## src/rtl/mem_port_arbiter_if.sv

```systemverilog
// Bundle of the fetch, memory-stage and external-memory signals that pass
// through mem_port_arbiter. The master modport is the arbiter's view; the
// slave modport is the view of the core stages and memory around it.
interface mem_port_arbiter_if;
    // fetch stage
    logic        InstrReqF;
    logic [31:0] PCF;
    logic [31:0] InstrF;
    logic        InstrValidF;
    logic        StallF;
    // memory stage
    logic        DataReqM;
    logic        DataWeM;
    logic [31:0] DataAddrM;
    logic [31:0] WriteDataM;
    logic [3:0]  ByteEnM;
    logic [31:0] ReadDataM;
    logic        DataValidM;
    logic        StallM;
    // external memory
    logic        mem_req;
    logic        mem_we;
    logic [31:0] mem_addr;
    logic [31:0] mem_wdata;
    logic [3:0]  mem_wmask;
    logic        mem_ready;
    logic [31:0] mem_rdata;

    modport master (
        input  InstrReqF, PCF, DataReqM, DataWeM, DataAddrM, WriteDataM, ByteEnM,
        input  mem_ready, mem_rdata,
        output InstrF, InstrValidF, StallF, ReadDataM, DataValidM, StallM,
        output mem_req, mem_we, mem_addr, mem_wdata, mem_wmask
    );

    modport slave (
        output InstrReqF, PCF, DataReqM, DataWeM, DataAddrM, WriteDataM, ByteEnM,
        output mem_ready, mem_rdata,
        input  InstrF, InstrValidF, StallF, ReadDataM, DataValidM, StallM,
        input  mem_req, mem_we, mem_addr, mem_wdata, mem_wmask
    );
endinterface

```

## src/rtl/mem_port_arbiter.sv

```systemverilog
// mem_port_arbiter: shares one single-ported, variable-latency memory between
// instruction fetch (read-only) and the memory stage (load/store).
// One requester is granted at a time; the mem_* request is held until
// mem_ready, and read data comes back through registered one-cycle valids.
// Optional build macro MEMARB_RR_EN: round-robin on contended grants instead
// of fixed data-first priority.
module mem_port_arbiter (
    input  logic clk,
    input  logic reset,
    mem_port_arbiter_if.master bus
);

    typedef enum logic [1:0] {
        IDLE   = 2'd0,
        BUSY_I = 2'd1,
        BUSY_D = 2'd2
    } state_t;

    state_t      state_reg;
    logic        mem_req_reg;
    logic        mem_we_reg;
    logic [31:0] mem_addr_reg;
    logic [31:0] mem_wdata_reg;
    logic [3:0]  mem_wmask_reg;
    logic [31:0] instr_reg;
    logic        instr_valid_reg;
    logic [31:0] read_data_reg;
    logic        data_valid_reg;
`ifdef MEMARB_RR_EN
    logic        rr_ptr_reg;   // 1 = data won the last contended grant
`endif

    logic pend_i;
    logic pend_d;
    logic cand_i;
    logic cand_d;
    logic pick_i;
    logic pick_d;
    logic advance;

    // A requester whose valid pulse is showing is still presenting the request
    // that just completed; it must not be granted a second time.
    assign pend_i = bus.InstrReqF & ~instr_valid_reg;
    assign pend_d = bus.DataReqM  & ~data_valid_reg;

    // Candidates for the next grant: both in IDLE, only the other side when a
    // transaction completes this cycle, none while still waiting on memory.
    always_comb begin
        cand_i  = 1'b0;
        cand_d  = 1'b0;
        advance = 1'b0;
        case (state_reg)
            IDLE: begin
                advance = 1'b1;
                cand_i  = pend_i;
                cand_d  = pend_d;
            end
            BUSY_I: begin
                advance = bus.mem_ready;
                cand_d  = bus.mem_ready & pend_d;
            end
            BUSY_D: begin
                advance = bus.mem_ready;
                cand_i  = bus.mem_ready & pend_i;
            end
            default: begin
                advance = 1'b1;
            end
        endcase
    end

    // Grant selection among the candidates.
    always_comb begin
`ifdef MEMARB_RR_EN
        pick_d = cand_d & (~cand_i | ~rr_ptr_reg);
`else
        pick_d = cand_d;
`endif
        pick_i = cand_i & ~pick_d;
    end

    // Arbiter FSM with registered memory request and read-data/valid outputs.
    always_ff @(posedge clk or posedge reset) begin
        if (reset) begin
            state_reg       <= IDLE;
            mem_req_reg     <= 1'b0;
            mem_we_reg      <= 1'b0;
            mem_addr_reg    <= 32'h0;
            mem_wdata_reg   <= 32'h0;
            mem_wmask_reg   <= 4'b0000;
            instr_reg       <= 32'h0;
            instr_valid_reg <= 1'b0;
            read_data_reg   <= 32'h0;
            data_valid_reg  <= 1'b0;
`ifdef MEMARB_RR_EN
            rr_ptr_reg      <= 1'b0;
`endif
        end else begin
            instr_valid_reg <= 1'b0;
            data_valid_reg  <= 1'b0;

            case (state_reg)
                BUSY_I: begin
                    if (bus.mem_ready) begin
                        // A flushed fetch still lands in InstrF but raises no valid.
                        instr_reg       <= bus.mem_rdata;
                        instr_valid_reg <= bus.InstrReqF;
                    end
                end
                BUSY_D: begin
                    if (bus.mem_ready) begin
                        if (!mem_we_reg) begin
                            read_data_reg <= bus.mem_rdata;
                        end
                        data_valid_reg <= 1'b1;
                    end
                end
                default: begin
                end
            endcase

            if (advance) begin
                if (pick_d) begin
                    state_reg     <= BUSY_D;
                    mem_req_reg   <= 1'b1;
                    mem_we_reg    <= bus.DataWeM;
                    mem_addr_reg  <= bus.DataAddrM;
                    mem_wdata_reg <= bus.DataWeM ? bus.WriteDataM : 32'h0;
                    mem_wmask_reg <= bus.DataWeM ? bus.ByteEnM : 4'b0000;
                end else if (pick_i) begin
                    state_reg     <= BUSY_I;
                    mem_req_reg   <= 1'b1;
                    mem_we_reg    <= 1'b0;
                    mem_addr_reg  <= bus.PCF;
                    mem_wdata_reg <= 32'h0;
                    mem_wmask_reg <= 4'b0000;
                end else begin
                    state_reg     <= IDLE;
                    mem_req_reg   <= 1'b0;
                    mem_we_reg    <= 1'b0;
                    mem_wmask_reg <= 4'b0000;
                end
`ifdef MEMARB_RR_EN
                // Only contended grants move the pointer.
                if (cand_i && cand_d) begin
                    rr_ptr_reg <= pick_d;
                end
`endif
            end
        end
    end

    assign bus.mem_req     = mem_req_reg;
    assign bus.mem_we      = mem_we_reg;
    assign bus.mem_addr    = mem_addr_reg;
    assign bus.mem_wdata   = mem_wdata_reg;
    assign bus.mem_wmask   = mem_wmask_reg;
    assign bus.InstrF      = instr_reg;
    assign bus.InstrValidF = instr_valid_reg;
    assign bus.ReadDataM   = read_data_reg;
    assign bus.DataValidM  = data_valid_reg;
    assign bus.StallF      = bus.InstrReqF & ~instr_valid_reg;
    assign bus.StallM      = bus.DataReqM  & ~data_valid_reg;

endmodule

```

## src/flat_wrapper.sv

```systemverilog
// flat-port wrapper written by rule: the top's interface ports become plain ports
module mem_port_arbiter_flat 
  (clk, reset, bus_InstrReqF, bus_PCF, bus_DataReqM, bus_DataWeM, bus_DataAddrM, bus_WriteDataM, bus_ByteEnM, bus_mem_ready, bus_mem_rdata, bus_InstrF, bus_InstrValidF, bus_StallF, bus_ReadDataM, bus_DataValidM, bus_StallM, bus_mem_req, bus_mem_we, bus_mem_addr, bus_mem_wdata, bus_mem_wmask);
  mem_port_arbiter_if bus_i ();
  input  logic clk;
  input  logic reset;
  input wire logic [$bits(bus_i.InstrReqF)-1:0] bus_InstrReqF;
  input wire logic [$bits(bus_i.PCF)-1:0] bus_PCF;
  input wire logic [$bits(bus_i.DataReqM)-1:0] bus_DataReqM;
  input wire logic [$bits(bus_i.DataWeM)-1:0] bus_DataWeM;
  input wire logic [$bits(bus_i.DataAddrM)-1:0] bus_DataAddrM;
  input wire logic [$bits(bus_i.WriteDataM)-1:0] bus_WriteDataM;
  input wire logic [$bits(bus_i.ByteEnM)-1:0] bus_ByteEnM;
  input wire logic [$bits(bus_i.mem_ready)-1:0] bus_mem_ready;
  input wire logic [$bits(bus_i.mem_rdata)-1:0] bus_mem_rdata;
  output wire logic [$bits(bus_i.InstrF)-1:0] bus_InstrF;
  output wire logic [$bits(bus_i.InstrValidF)-1:0] bus_InstrValidF;
  output wire logic [$bits(bus_i.StallF)-1:0] bus_StallF;
  output wire logic [$bits(bus_i.ReadDataM)-1:0] bus_ReadDataM;
  output wire logic [$bits(bus_i.DataValidM)-1:0] bus_DataValidM;
  output wire logic [$bits(bus_i.StallM)-1:0] bus_StallM;
  output wire logic [$bits(bus_i.mem_req)-1:0] bus_mem_req;
  output wire logic [$bits(bus_i.mem_we)-1:0] bus_mem_we;
  output wire logic [$bits(bus_i.mem_addr)-1:0] bus_mem_addr;
  output wire logic [$bits(bus_i.mem_wdata)-1:0] bus_mem_wdata;
  output wire logic [$bits(bus_i.mem_wmask)-1:0] bus_mem_wmask;
  assign bus_i.InstrReqF = bus_InstrReqF;
  assign bus_i.PCF = bus_PCF;
  assign bus_i.DataReqM = bus_DataReqM;
  assign bus_i.DataWeM = bus_DataWeM;
  assign bus_i.DataAddrM = bus_DataAddrM;
  assign bus_i.WriteDataM = bus_WriteDataM;
  assign bus_i.ByteEnM = bus_ByteEnM;
  assign bus_i.mem_ready = bus_mem_ready;
  assign bus_i.mem_rdata = bus_mem_rdata;
  assign bus_InstrF = bus_i.InstrF;
  assign bus_InstrValidF = bus_i.InstrValidF;
  assign bus_StallF = bus_i.StallF;
  assign bus_ReadDataM = bus_i.ReadDataM;
  assign bus_DataValidM = bus_i.DataValidM;
  assign bus_StallM = bus_i.StallM;
  assign bus_mem_req = bus_i.mem_req;
  assign bus_mem_we = bus_i.mem_we;
  assign bus_mem_addr = bus_i.mem_addr;
  assign bus_mem_wdata = bus_i.mem_wdata;
  assign bus_mem_wmask = bus_i.mem_wmask;
  mem_port_arbiter u_core (.clk(clk), .reset(reset), .bus(bus_i));
endmodule
```

## config.mk

```make
export PLATFORM = sky130hd
export DESIGN_NAME = mem_port_arbiter_flat
export DESIGN_NICKNAME = d
export VERILOG_FILES = /design/src/rtl/mem_port_arbiter_if.sv /design/src/rtl/mem_port_arbiter.sv /design/src/flat_wrapper.sv
export SDC_FILE = /design/constraint.sdc
export NUM_CORES = 1
export LEC_CHECK = 0
export ABC_AREA = 1
export BUFFER_PORTS_ARGS = -buffer_cell sky130_fd_sc_hd__buf_2
export CAP_MARGIN = 20
export CORE_MARGIN = 5
export CORE_UTILIZATION = 50
export CTS_CLUSTER_SIZE = 16
export DETAILED_ROUTE_END_ITERATION = 10
export PLACE_DENSITY = 0.84
export SLEW_MARGIN = 30
export SYNTH_ARGS = -nofsm -noshare
export SYNTH_HDL_FRONTEND = slang
export SYNTH_SLANG_ARGS = --single-unit
export TNS_END_PERCENT = 100
```

## constraint.sdc

```tcl
create_clock -name clk -period 7.57 [get_ports clk]
set_input_delay 0.3785 -clock clk [delete_from_list [all_inputs] [get_ports clk]]
set_output_delay 0.3785 -clock clk [all_outputs]
set_load 0.01 [all_outputs]
```

==> metrics.md <==
| Metric | Value |
|---|---|
| Post-Syn Instances | `755` |
| Drt first pass iters | `5` |
| Worst-path cell chain | `inv_1, ha_1, nand2_4, nand2_2, nand3_4, nand2_4, nand2_1, nand2_1` |
| Mean Syn Cell Area | `8.15 µm²` |
| Setup crit end | `u_core.bus.mem_wdata[18]` |
| Crit-path max cell delay | `0.82 ns` |
| Routed wire length | `18000 µm` |
| Die span in x | `121 µm` |
| Achievable Freq | `274 MHz` |
| Max_slew headroom | `46.5%` |
| DRC | `0` |
| Layout Skew | `0.0144 ns` |
| Share of layout cells above drive strength 1 | `31.6%` |
| CP arrival | `3.99 ns` |
| Post-CTS Hold Buffers | `0` |
| GP Congestion | `0.824` |
| Post-synthesis sequential area ratio | `56.1%` |
| CP delay by family, top | `simple AND/OR/NAND/NOR gates` |
| Worst Max-Slew Pin Slew | `0.803 ns` |
| Area growth from synthesis to layout | `31.5%` |
| Critical path type | `reg2reg` |
| Number of port buffers | `275` |
| Crit-path slowest cell | `nand2_4` |
| Clk Tree Root Cell | `clkbuf_16` |
| Crit start category | `register` |
| Antenna violations before repair | `1` |
| Top-count cell post-synth | `nand2_1` |
| Buffers & Inverters on Critical Path | `1` |
| Unrepaired setup endpoints after global routing | `no` |
| CTS tree | `built` |
| Largest net degree at the start of global routing | `74` |
| Cell area power density | `410 mW/mm²` |
| Vias in the first global route | `5768` |
| Synth Flop Type | `dfrtp_1` |
| Async SR Flop Fraction | `100%` |
| Final setup TNS | `0 ns` |
| Vias/cell | `4.99` |
| Post_cts resized | `0` |
| # Max-Cap Violations | `0` |
| Synth top area share | `56.1%` |
| I/O Pins | `276` |
| Routed Antenna Nets | `0` |
| Synth area leader | `dfrtp_1` |
| Worst Setup End Kind | `register` |
| R2r setup slk | `3.92 ns` |
| Die height | `121 µm` |
| CORE AREA | `0.0121 mm²` |
| Final #Nets | `1145` |
| Reg2reg end | `u_core.bus.mem_wdata[18]` |
| Crit-path max FO | `68` |
| Period utilization | `48.2%` |
| Mapped cell area | `0.00615 mm²` |
| Post-route minimum period | `3.65 ns` |
| Maximum vdd drop | `0.220 mV` |
| Clk slew on worst S/H paths | `0.06 ns` |
| Top post-synthesis cells by area | `dfrtp_1 (56%), nand2_1 (19%), nand3_1 (8.2%), o21ai_0 (5.3%), inv_1 (2.7%)` |
| Synthesized flop and latch total | `138` |
| Post-CTS Setup Inserts | `0` |
| Fillers | `1009` |
| Worst setup path startpoint | `u_core.state_reg[1]` |
| Worst-Skew Late Latency | `0.41 ns` |
| WP data required | `7.91 ns` |
| Total track usage | `24.5%` |
| Status | `finished, final reports clean` |
| Die Area | `0.0146 mm²` |
| Sink Count | `138` |
| Fin. max-slew vios | `0` |
| Commonest cells in the netlist | `nand2_1 (305), dfrtp_1 (138), nand3_1 (101), o21ai_0 (65), inv_1 (45)` |
| Routed len/inst | `15.2 µm` |
| Reg2Reg Depth | `8` |
| Post-DP HPWL | `12800 µm` |
| Num rows | `40` |
| Critical R2R Launch | `u_core.state_reg[1]` |
| Lkg Pwr | `4.82 nW` |
| Critical Path Stages | `8` |
| Worst min path class | `in2async` |
| Via count | `5910` |
| First-pass GRT wire length | `28600 µm` |
| Syn Nets | `897` |
| Final setup viols | `0` |
| EDFF count, synth | `0` |
| H-tree depth | `4` |
| Initial core utilization | `51.0%` |
| Fin. Hold Viols | `0` |
| Netlist cell types | `20` |
| DR iter-0 viols | `523` |
| Design Power | `3.32 mW` |
| Num CTS Buffers | `17` |
| CTS max path bufs | `2` |
| GRT overflow | `0` |
| YS warnings | `0` |
==> metal layers <==
layer	GRT usage, %	wire length (µm)	up-vias
met1	29.4	6970	2756
met2	41.8	9020	252
met5	0	0	-
met3	7.55	1620	29
li1	-	-	2873
met4	8.57	352	0
==> report_power, final <==
group	total [mW]	switching [mW]	internal [mW]
sequential	1.21	0.171	1.04
clock	0.810	0.316	0.494
combinational	1.30	0.849	0.448
==> through the flow <==
step                setup WS, ns  utilization [%]  hold WS (ns)  cells  cell area [µm²]
finish                      3.92             67.1        0.0604   1184             8090
global route                3.54             67.1         0.111   1184             8090
CTS                         3.50             67.0        0.0888   1183             8080
detailed placement          3.54             62.2         0.467   1152             7500
global placement            3.34             62.2         0.462   1152             7500
floorplan                   3.50                -         0.477    755             6150
==> worst min-delay path by stage <==
stage                                  start                  endpoint  slack (ns)  cells past startpoint
floorplan                u_core.state_reg[0]       u_core.state_reg[0]        0.48                      2
global placement    u_core.bus.ReadDataM[10]  u_core.bus.ReadDataM[10]        0.46                      2
detailed placement   u_core.bus.mem_wmask[3]   u_core.bus.mem_wmask[3]        0.47                      2
CTS                                    reset  u_core.bus.ReadDataM[22]        0.09                      2
global route                           reset  u_core.bus.ReadDataM[22]        0.11                      2
finish                                 reset  u_core.bus.ReadDataM[22]        0.06                      2
==> layout by cell type (no fill, tap or decap), types with 2 or more instances in the layout <==
master / instances
buf_2: 275
nand2_1: 304
nor2_1: 36
nand2_2: 2
inv_1: 44
nand3_1: 101
inv_6: 4
clkbuf_16: 17
bufinv_16: 2
dfrtp_1: 138
clkinvlp_4: 2
clkinv_4: 3
o21ai_0: 65
ha_1: 4
nand2_4: 2
buf_4: 4
clkinv_2: 3
nand3_2: 2
==> final cells by class <==
cell class / count / area [µm²] / share of cell area, %
Sequential cell: 138 / 3450 / 42.7
Multi-Input combinational cell: 521 / 2260 / 27.9
Timing Repair Buffer: 279 / 1410 / 17.4
Clock buffer: 18 / 439 / 5.43
Tap cell: 168 / 210 / 2.60
Inverter: 46 / 178 / 2.20
Clock inverter: 13 / 143 / 1.76
Antenna cell: 1 / 2.50 / 0.0309
==> cells by family after synthesis <==
kind of cell / after synthesis / synth area share, %
compound gates: 66 / 5.39
fa+ha+maj: 4 / 0.813
buf+inv: 96 / 7.38
flops: 138 / 56.1
simple gates: 451 / 30.3
(Power assumes the default switching activity.)
